`src/rtl/conv_stream_feeder_pkg.sv`:
```
// conv_stream_feeder_pkg: pixel type, bus widths, conv layer geometry and the feeder state encoding.
// Latency: none; declarations only.
// Backpressure: none; declarations only.
package conv_stream_feeder_pkg;

   localparam int PIX_W     = 16;
   localparam int RD_ADDR_W = 14;
   localparam int WR_ADDR_W = 13;

   // Geometry of the first conv layer; other layers override the feeder parameters.
   localparam int L1_IN_W      = 96;
   localparam int L1_IN_H      = 96;
   localparam int L1_KERNEL    = 9;
   localparam int L1_NUM_OUT   = (L1_IN_W - L1_KERNEL + 1) * (L1_IN_H - L1_KERNEL + 1);
   localparam int L1_FLUSH_MAX = 1024;

   typedef logic signed [PIX_W-1:0] pix_t;

   typedef enum logic [2:0] {
      ST_IDLE,
      ST_PRIME,
      ST_STREAM,
      ST_FLUSH,
      ST_DONE
   } state_t;

endpackage

```
`src/rtl/conv_stream_feeder_if.sv`:
```
// conv_stream_feeder_if: control, input BRAM read, engine stream and output BRAM write signals of one feeder.
// Latency: none; wiring only.
// Backpressure: none here; the engine's ready is only a go-time admission check.
// Modports: master = feeder side (drives rd_addr/map_in/start/wr_*), slave = BRAMs, engine and controller.
interface conv_stream_feeder_if;
   import conv_stream_feeder_pkg::*;

   logic                 go;
   logic                 busy;
   logic                 done;
   logic                 err;
   logic [RD_ADDR_W-1:0] rd_addr;
   pix_t                 rd_data;
   pix_t                 map_in;
   logic                 start;
   pix_t                 map_out;
   logic                 save;
   logic                 ready;
   logic                 wr_en;
   logic [WR_ADDR_W-1:0] wr_addr;
   pix_t                 wr_data;

   modport master (
      input  go, rd_data, map_out, save, ready,
      output busy, done, err, rd_addr, map_in, start, wr_en, wr_addr, wr_data
   );

   modport slave (
      output go, rd_data, map_out, save, ready,
      input  busy, done, err, rd_addr, map_in, start, wr_en, wr_addr, wr_data
   );

endinterface

```
`src/rtl/conv_stream_feeder_addr_counter.sv`:
```
// conv_stream_feeder_addr_counter: saturating up-counter with synchronous clear.
// Latency: count visible one cycle after clr/inc; clr wins over inc.
// Backpressure: none; holds at MAX instead of wrapping.
// Ports: clk_in, rst_n (sync, active-low), clr, inc, cnt[W-1:0].
module conv_stream_feeder_addr_counter #(
   parameter int W   = 14,
   parameter int MAX = 1
) (
   input  logic         clk_in,
   input  logic         rst_n,
   input  logic         clr,
   input  logic         inc,
   output logic [W-1:0] cnt
);

   logic [W-1:0] cnt_q, cnt_d;

   always_comb begin
      cnt_d = cnt_q;
      if (clr) begin
         cnt_d = '0;
      end else if (inc && (cnt_q != W'(MAX))) begin
         cnt_d = cnt_q + W'(1);
      end
   end

   always_ff @(posedge clk_in) begin
      if (!rst_n) begin
         cnt_q <= '0;
      end else begin
         cnt_q <= cnt_d;
      end
   end

   assign cnt = cnt_q;

endmodule

```
`src/rtl/conv_stream_feeder.sv`:
```
// conv_stream_feeder: streams one raster input map from BRAM into the conv engine and stores its outputs.
// Latency: pixel k on map_in 2+k cycles after go; each saved word written 1 cycle after save.
// Backpressure: go refused (err) while engine ready=0; once running the stream never stalls.
// Ports: clk_in, rst_n (sync, active-low), bus (master modport: go/busy/done/err, rd_*, map_*, start, save, ready, wr_*).
module conv_stream_feeder
   import conv_stream_feeder_pkg::*;
#(
   parameter int IN_W      = L1_IN_W,
   parameter int IN_H      = L1_IN_H,
   parameter int KERNEL    = L1_KERNEL,
   parameter int NUM_OUT   = (IN_W - KERNEL + 1) * (IN_H - KERNEL + 1),
   parameter int FLUSH_MAX = L1_FLUSH_MAX
) (
   input  logic                 clk_in,
   input  logic                 rst_n,
   conv_stream_feeder_if.master bus
);

   localparam int NPIX = IN_W * IN_H;

   state_t               state_q, state_d;
   logic                 busy_q, busy_d;
   logic                 done_q, done_d;
   logic                 err_q, err_d;
   logic                 start_q, start_d;
   pix_t                 map_in_q, map_in_d;
   logic                 wr_en_q, wr_en_d;
   logic [WR_ADDR_W-1:0] wr_addr_q, wr_addr_d;
   pix_t                 wr_data_q, wr_data_d;
   // Pixels presented while streaming, then zero-fill cycles while flushing.
   logic [15:0]          cnt_q, cnt_d;

   logic [RD_ADDR_W-1:0] rd_addr;
   logic [WR_ADDR_W-1:0] wr_count;
   logic                 rd_clr, rd_inc, wr_clr, wr_inc;

   conv_stream_feeder_addr_counter #(.W(RD_ADDR_W), .MAX(NPIX - 1)) u_rd_cnt (
      .clk_in(clk_in), .rst_n(rst_n), .clr(rd_clr), .inc(rd_inc), .cnt(rd_addr)
   );

   conv_stream_feeder_addr_counter #(.W(WR_ADDR_W), .MAX(NUM_OUT)) u_wr_cnt (
      .clk_in(clk_in), .rst_n(rst_n), .clr(wr_clr), .inc(wr_inc), .cnt(wr_count)
   );

   always_comb begin
      state_d   = state_q;
      busy_d    = busy_q;
      done_d    = 1'b0;
      err_d     = err_q;
      start_d   = start_q;
      map_in_d  = map_in_q;
      wr_en_d   = 1'b0;
      wr_addr_d = wr_addr_q;
      wr_data_d = wr_data_q;
      cnt_d     = cnt_q;
      rd_clr    = 1'b0;
      rd_inc    = 1'b0;
      wr_clr    = 1'b0;
      wr_inc    = 1'b0;

      case (state_q)
         ST_IDLE: begin
            if (bus.go) begin
               if (bus.ready) begin
                  state_d = ST_PRIME;
                  busy_d  = 1'b1;
                  err_d   = 1'b0;
                  rd_clr  = 1'b1;
                  wr_clr  = 1'b1;
               end else begin
                  err_d = 1'b1;
               end
            end
         end
         // Address 0 is already in the BRAM; issue address 1 so data arrives every cycle from here on.
         ST_PRIME: begin
            rd_inc  = 1'b1;
            cnt_d   = '0;
            state_d = ST_STREAM;
         end
         ST_STREAM: begin
            map_in_d = bus.rd_data;
            start_d  = 1'b1;
            rd_inc   = 1'b1;
            if (cnt_q == 16'(NPIX - 1)) begin
               state_d = ST_FLUSH;
               cnt_d   = '0;
            end else begin
               cnt_d = cnt_q + 16'd1;
            end
         end
         ST_FLUSH: begin
            map_in_d = '0;
            // wr_count here is the pre-edge value, so a capture on this edge delays DONE by one cycle.
            if (wr_count == WR_ADDR_W'(NUM_OUT)) begin
               state_d = ST_DONE;
            end else if (cnt_q == 16'(FLUSH_MAX)) begin
               state_d = ST_DONE;
               err_d   = 1'b1;
            end else begin
               cnt_d = cnt_q + 16'd1;
            end
            if (state_d == ST_DONE) begin
               start_d = 1'b0;
               busy_d  = 1'b0;
               done_d  = 1'b1;
            end
         end
         ST_DONE: begin
            state_d = ST_IDLE;
         end
         default: begin
            state_d = ST_IDLE;
         end
      endcase

      // Capture runs off the registered start so the engine's view of the frame decides what is kept.
      if (start_q && bus.save) begin
         if (wr_count < WR_ADDR_W'(NUM_OUT)) begin
            wr_en_d   = 1'b1;
            wr_addr_d = wr_count;
            wr_data_d = bus.map_out;
            wr_inc    = 1'b1;
         end else begin
            err_d = 1'b1;
         end
      end
   end

   always_ff @(posedge clk_in) begin
      if (!rst_n) begin
         state_q   <= ST_IDLE;
         busy_q    <= 1'b0;
         done_q    <= 1'b0;
         err_q     <= 1'b0;
         start_q   <= 1'b0;
         map_in_q  <= '0;
         wr_en_q   <= 1'b0;
         wr_addr_q <= '0;
         wr_data_q <= '0;
         cnt_q     <= '0;
      end else begin
         state_q   <= state_d;
         busy_q    <= busy_d;
         done_q    <= done_d;
         err_q     <= err_d;
         start_q   <= start_d;
         map_in_q  <= map_in_d;
         wr_en_q   <= wr_en_d;
         wr_addr_q <= wr_addr_d;
         wr_data_q <= wr_data_d;
         cnt_q     <= cnt_d;
      end
   end

   assign bus.busy    = busy_q;
   assign bus.done    = done_q;
   assign bus.err     = err_q;
   assign bus.start   = start_q;
   assign bus.map_in  = map_in_q;
   assign bus.rd_addr = rd_addr;
   assign bus.wr_en   = wr_en_q;
   assign bus.wr_addr = wr_addr_q;
   assign bus.wr_data = wr_data_q;

endmodule

```
`src/flat_wrapper.sv`:
```
// flat-port wrapper written by rule: the top's interface ports become plain ports
module conv_stream_feeder_flat import conv_stream_feeder_pkg::*;
#(
   parameter int IN_W      = L1_IN_W,
   parameter int IN_H      = L1_IN_H,
   parameter int KERNEL    = L1_KERNEL,
   parameter int NUM_OUT   = (IN_W - KERNEL + 1) * (IN_H - KERNEL + 1),
   parameter int FLUSH_MAX = L1_FLUSH_MAX
)
  (clk_in, rst_n, bus_go, bus_rd_data, bus_map_out, bus_save, bus_ready, bus_busy, bus_done, bus_err, bus_rd_addr, bus_map_in, bus_start, bus_wr_en, bus_wr_addr, bus_wr_data);
  conv_stream_feeder_if bus_i ();
  input  logic clk_in;
  input  logic rst_n;
  input wire logic [$bits(bus_i.go)-1:0] bus_go;
  input wire logic [$bits(bus_i.rd_data)-1:0] bus_rd_data;
  input wire logic [$bits(bus_i.map_out)-1:0] bus_map_out;
  input wire logic [$bits(bus_i.save)-1:0] bus_save;
  input wire logic [$bits(bus_i.ready)-1:0] bus_ready;
  output wire logic [$bits(bus_i.busy)-1:0] bus_busy;
  output wire logic [$bits(bus_i.done)-1:0] bus_done;
  output wire logic [$bits(bus_i.err)-1:0] bus_err;
  output wire logic [$bits(bus_i.rd_addr)-1:0] bus_rd_addr;
  output wire logic [$bits(bus_i.map_in)-1:0] bus_map_in;
  output wire logic [$bits(bus_i.start)-1:0] bus_start;
  output wire logic [$bits(bus_i.wr_en)-1:0] bus_wr_en;
  output wire logic [$bits(bus_i.wr_addr)-1:0] bus_wr_addr;
  output wire logic [$bits(bus_i.wr_data)-1:0] bus_wr_data;
  assign bus_i.go = bus_go;
  assign bus_i.rd_data = bus_rd_data;
  assign bus_i.map_out = bus_map_out;
  assign bus_i.save = bus_save;
  assign bus_i.ready = bus_ready;
  assign bus_busy = bus_i.busy;
  assign bus_done = bus_i.done;
  assign bus_err = bus_i.err;
  assign bus_rd_addr = bus_i.rd_addr;
  assign bus_map_in = bus_i.map_in;
  assign bus_start = bus_i.start;
  assign bus_wr_en = bus_i.wr_en;
  assign bus_wr_addr = bus_i.wr_addr;
  assign bus_wr_data = bus_i.wr_data;
  conv_stream_feeder #(.IN_W(IN_W), .IN_H(IN_H), .KERNEL(KERNEL), .NUM_OUT(NUM_OUT), .FLUSH_MAX(FLUSH_MAX)) u_core (.clk_in(clk_in), .rst_n(rst_n), .bus(bus_i));
endmodule
```
`config.mk`:
```
export PLATFORM = sky130hd
export DESIGN_NAME = conv_stream_feeder_flat
export DESIGN_NICKNAME = d
export VERILOG_FILES = /design/src/rtl/conv_stream_feeder_pkg.sv /design/src/rtl/conv_stream_feeder_if.sv /design/src/rtl/conv_stream_feeder_addr_counter.sv /design/src/rtl/conv_stream_feeder.sv /design/src/flat_wrapper.sv
export SDC_FILE = /design/constraint.sdc
export NUM_CORES = 1
export LEC_CHECK = 0
export ABC_CLOCK_PERIOD_IN_PS = 2400
export CAP_MARGIN = 5
export CORE_ASPECT_RATIO = 1.25
export CORE_MARGIN = 4
export CORE_UTILIZATION = 45
export DETAILED_ROUTE_END_ITERATION = 10
export GPL_TIMING_DRIVEN = 0
export PLACE_DENSITY = 0.74
export SKIP_CTS_REPAIR_TIMING = 1
export SLEW_MARGIN = 15
export SYNTH_ARGS = -nofsm -noshare
export SYNTH_HDL_FRONTEND = slang
export SYNTH_SLANG_ARGS = --single-unit
```
`constraint.sdc`:
```
create_clock -name clk_in -period 2.4 [get_ports clk_in]
set_input_delay 0.36 -clock clk_in [delete_from_list [all_inputs] [get_ports clk_in]]
set_output_delay 0.36 -clock clk_in [all_outputs]
set_load 0.02 [all_outputs]
```
==> results of run 1 <==
## worst paths after layout
kind                                              from                    end  slack (ns)  cells after the start
worst min-delay path             u_core.bus.map_in[10]  u_core.bus.map_in[10]        0.45                      2
worst max-delay path            u_core.u_wr_cnt.cnt[0]        u_core.cnt_q[4]        0.14                      8
worst min register to register   u_core.bus.map_in[10]  u_core.bus.map_in[10]        0.45                      2
worst max register to register  u_core.u_wr_cnt.cnt[0]        u_core.cnt_q[4]        0.14                      8
## per-layer routing
| layer | part of all wire [%] | track usage [%] | up-vias |
|---|---|---|---|
| li1 | - | - | 1898 |
| met1 | 43 | 23.09 | 1714 |
| met2 | 51 | 33.21 | 82 |
| met3 | 3.9 | 2.761 | 15 |
| met4 | 1.6 | 8.016 | 0 |
| met5 | 0 | 0 | - |
## sequential cells by signal, indices dropped and copies added (netlist names), 3 cells and up
register,count
u_core.bus.wr_data,16
u_core.u_wr_cnt.cnt,13
u_core.cnt_q,16
u_core.bus.wr_addr,13
u_core.state_q,3
u_core.bus.map_in,16
u_core.u_rd_cnt.cnt,14
## report_power, final
part           switching [mW]  internal [mW]  total, mW
Combinational           0.305          0.244      0.549
Sequential             0.0420           1.65       1.69
Clock                   0.522          0.483       1.00
Total                   0.868           2.38       3.25
## cell type report
type                    instances  area share (%)
repair buffers                103           18.78
clock buffers                  13           3.284
well taps                     120           2.755
plain buffers                  27           2.135
inverters                      10          0.6889
flip-flops and latches         96           35.27
multi-input cells             353           36.85
clock inverters                 2          0.2296
## critical path, cell delays in order (launching register included)
cell and delay (ns):
dfxtp_1 0.48, inv_1 0.10, ha_1 0.20, or4b_1 0.22
nor4_4 0.07, a311o_2 0.37, buf_6 0.15, or3_2 0.46
a21oi_2 0.14
## synthesized netlist by cell type, drive strengths merged (5+ instances only)
cell type	number	area share [%]
ha	5	1.5
nand3b	17	3.1
inv	9	0.83
xnor2	18	3.9
or3	9	1.5
nand4	14	2.1
nor2	41	3.9
xor2	15	3.2
buf	5	0.83
nor3	7	0.86
nand2	92	8.5
nand3	14	1.7
dfxtp	96	47
or4	5	0.92
o21ai	13	1.6
nor4	11	2.4
and3	6	0.92
a21oi	58	7.4
clkbuf	22	2.0
## through the flow
step                      hold slack [ns]  instance area, um2  utilization (%)  cells  total power, mW
after floorplan                    0.4490                4084                -    486            2.048
after global placement             0.4389                5235            59.84    706            2.271
after detailed placement           0.4433                5235            59.84    706            2.282
after CTS                          0.4551                5426            62.03    721            3.285
after global routing               0.4792                5449            62.29    724            3.412
final                              0.4513                5449            62.29    724            3.247
## logic make-up after synthesis
| group | Yosys count | synth area share, % |
|---|---|---|
| simple gates | 231 | 28.95 |
| flops | 96 | 47.06 |
| compound gates | 82 | 11.12 |
| buf+inv | 37 | 3.768 |
| xor+xnor | 33 | 7.077 |
| fa+ha+maj | 5 | 1.532 |
| mux | 2 | 0.4902 |
==> results.yml, run 1 <==
layout:
  seqCellArea_um2: 1922
  syn_to_final_growth_pct: 33.43
  nets: 642
  drive_gt1_share_pct: 6.126
  layout_commonest_cell: "clkdlybuf4s50_1"
  fillCellCount: 802
  layout_common_cells: "clkdlybuf4s50_1 (100), dfxtp_1 (96), nand2_1 (92)"
  multiInputGateArea_um2: 2008
  n_antenna_cell: 0
timing:
  maxSlewViolCount: 0
  finalCriticalPeriod_ns: 2.255
  worst_pin_slew_ns: 0.6785
  setup_viol: 0
  max_slew_margin_pct: 54.42
  final.period_utilization_pct: 93.97
  fin_tns_setup_ns: 0
  hold_viol: 0
  max_freq_mhz: 443.4
  layout_setup_ws_ns: 0.1446
  rsz0062_at_grt: "false"
  skew_ns: 0.003295
setup_path:
  cp-end-kind: "flop"
  start_kind: "flop"
  critPathMaxFanout: 10
  crit_arrival_ns: 2.55
  worstSetupPathType: "reg2reg"
  critPathRequiredTime_ns: 2.70
global_route:
  grt.total_usage_pct: 18.96
  overflow: 0
  grt_pass1_wl_um: 16490
  grt_pass1_vias: 3637
  antenna_found_initial: 0
  grt_start_max_net_pins: 15
synthesis:
  yosysSeqAreaShare_pct: 47.06
  synth_edf_count: 0
  ys_async_sr_fraction_pct: 0
  yosysUniqueCellTypes: 46
  synth_nets: 528
  ys_ff_latch: 96
  syn_area_um2: 4084
  synth_cells: 486
  yosys_warnings: 0
  syn_avg_cell_area_um2: 8.403
  synth_flop_cell: "dfxtp_1"
clock_tree:
  clkTransAtPathRegs_ns: 0.08
  cts_made_buffers: 9
  htreeDepth: 3
  cts_root_buf: "clkbuf_8"
  cts_tree: "built"
  insertion_delay_ns: 0.36
  cts.path.max_buffers: 2
  cts.sinks: 96
drt:
  totalWireLength_um: 9889
  drcViolationCount: 0
  vias: 3709
  wire_per_inst_um: 13.66
  drt_pass1_iterations: 4
  vias_per_cell: 5.123
  ant_nets: 0
  drt_iter0_markers: 129
floorplan:
  dieArea_um2: 10670
  die_w_um: 93.21
  die_y_um: 114.5
  rows: 38
  ios: 101
  core-area_um2: 8748
  initial_core_util_pct: 46.68
status:
  status: "finished, final reports clean"
power_and_ir_drop:
  max-vdd-ir-drop_mv: 0.3257
  p_leak_nw: 1.796
  p_per_area_nw_per_um2: 595.9
job:
  drv_cap: 0
placed_design:
  io_buffers: 100
  gp_congestion: 0.8594
  dp_slack_ns: 0.1069
  place_hpwl_um: 7340
min_path:
  hp-class: "reg2reg"
Power figures use the tool's default switching activity.
==> run 2: changes to the inputs <==
--- a/config.mk
+++ b/config.mk
@@ -10,6 +10,7 @@
 export CORE_ASPECT_RATIO = 1.25
 export CORE_MARGIN = 4
 export CORE_UTILIZATION = 45
+export CTS_CLUSTER_SIZE = 30
 export DETAILED_ROUTE_END_ITERATION = 10
 export GPL_TIMING_DRIVEN = 0
 export PLACE_DENSITY = 0.74
==> results of run 2 <==
Final layout, timing and power as in run 1 (identical DEF).
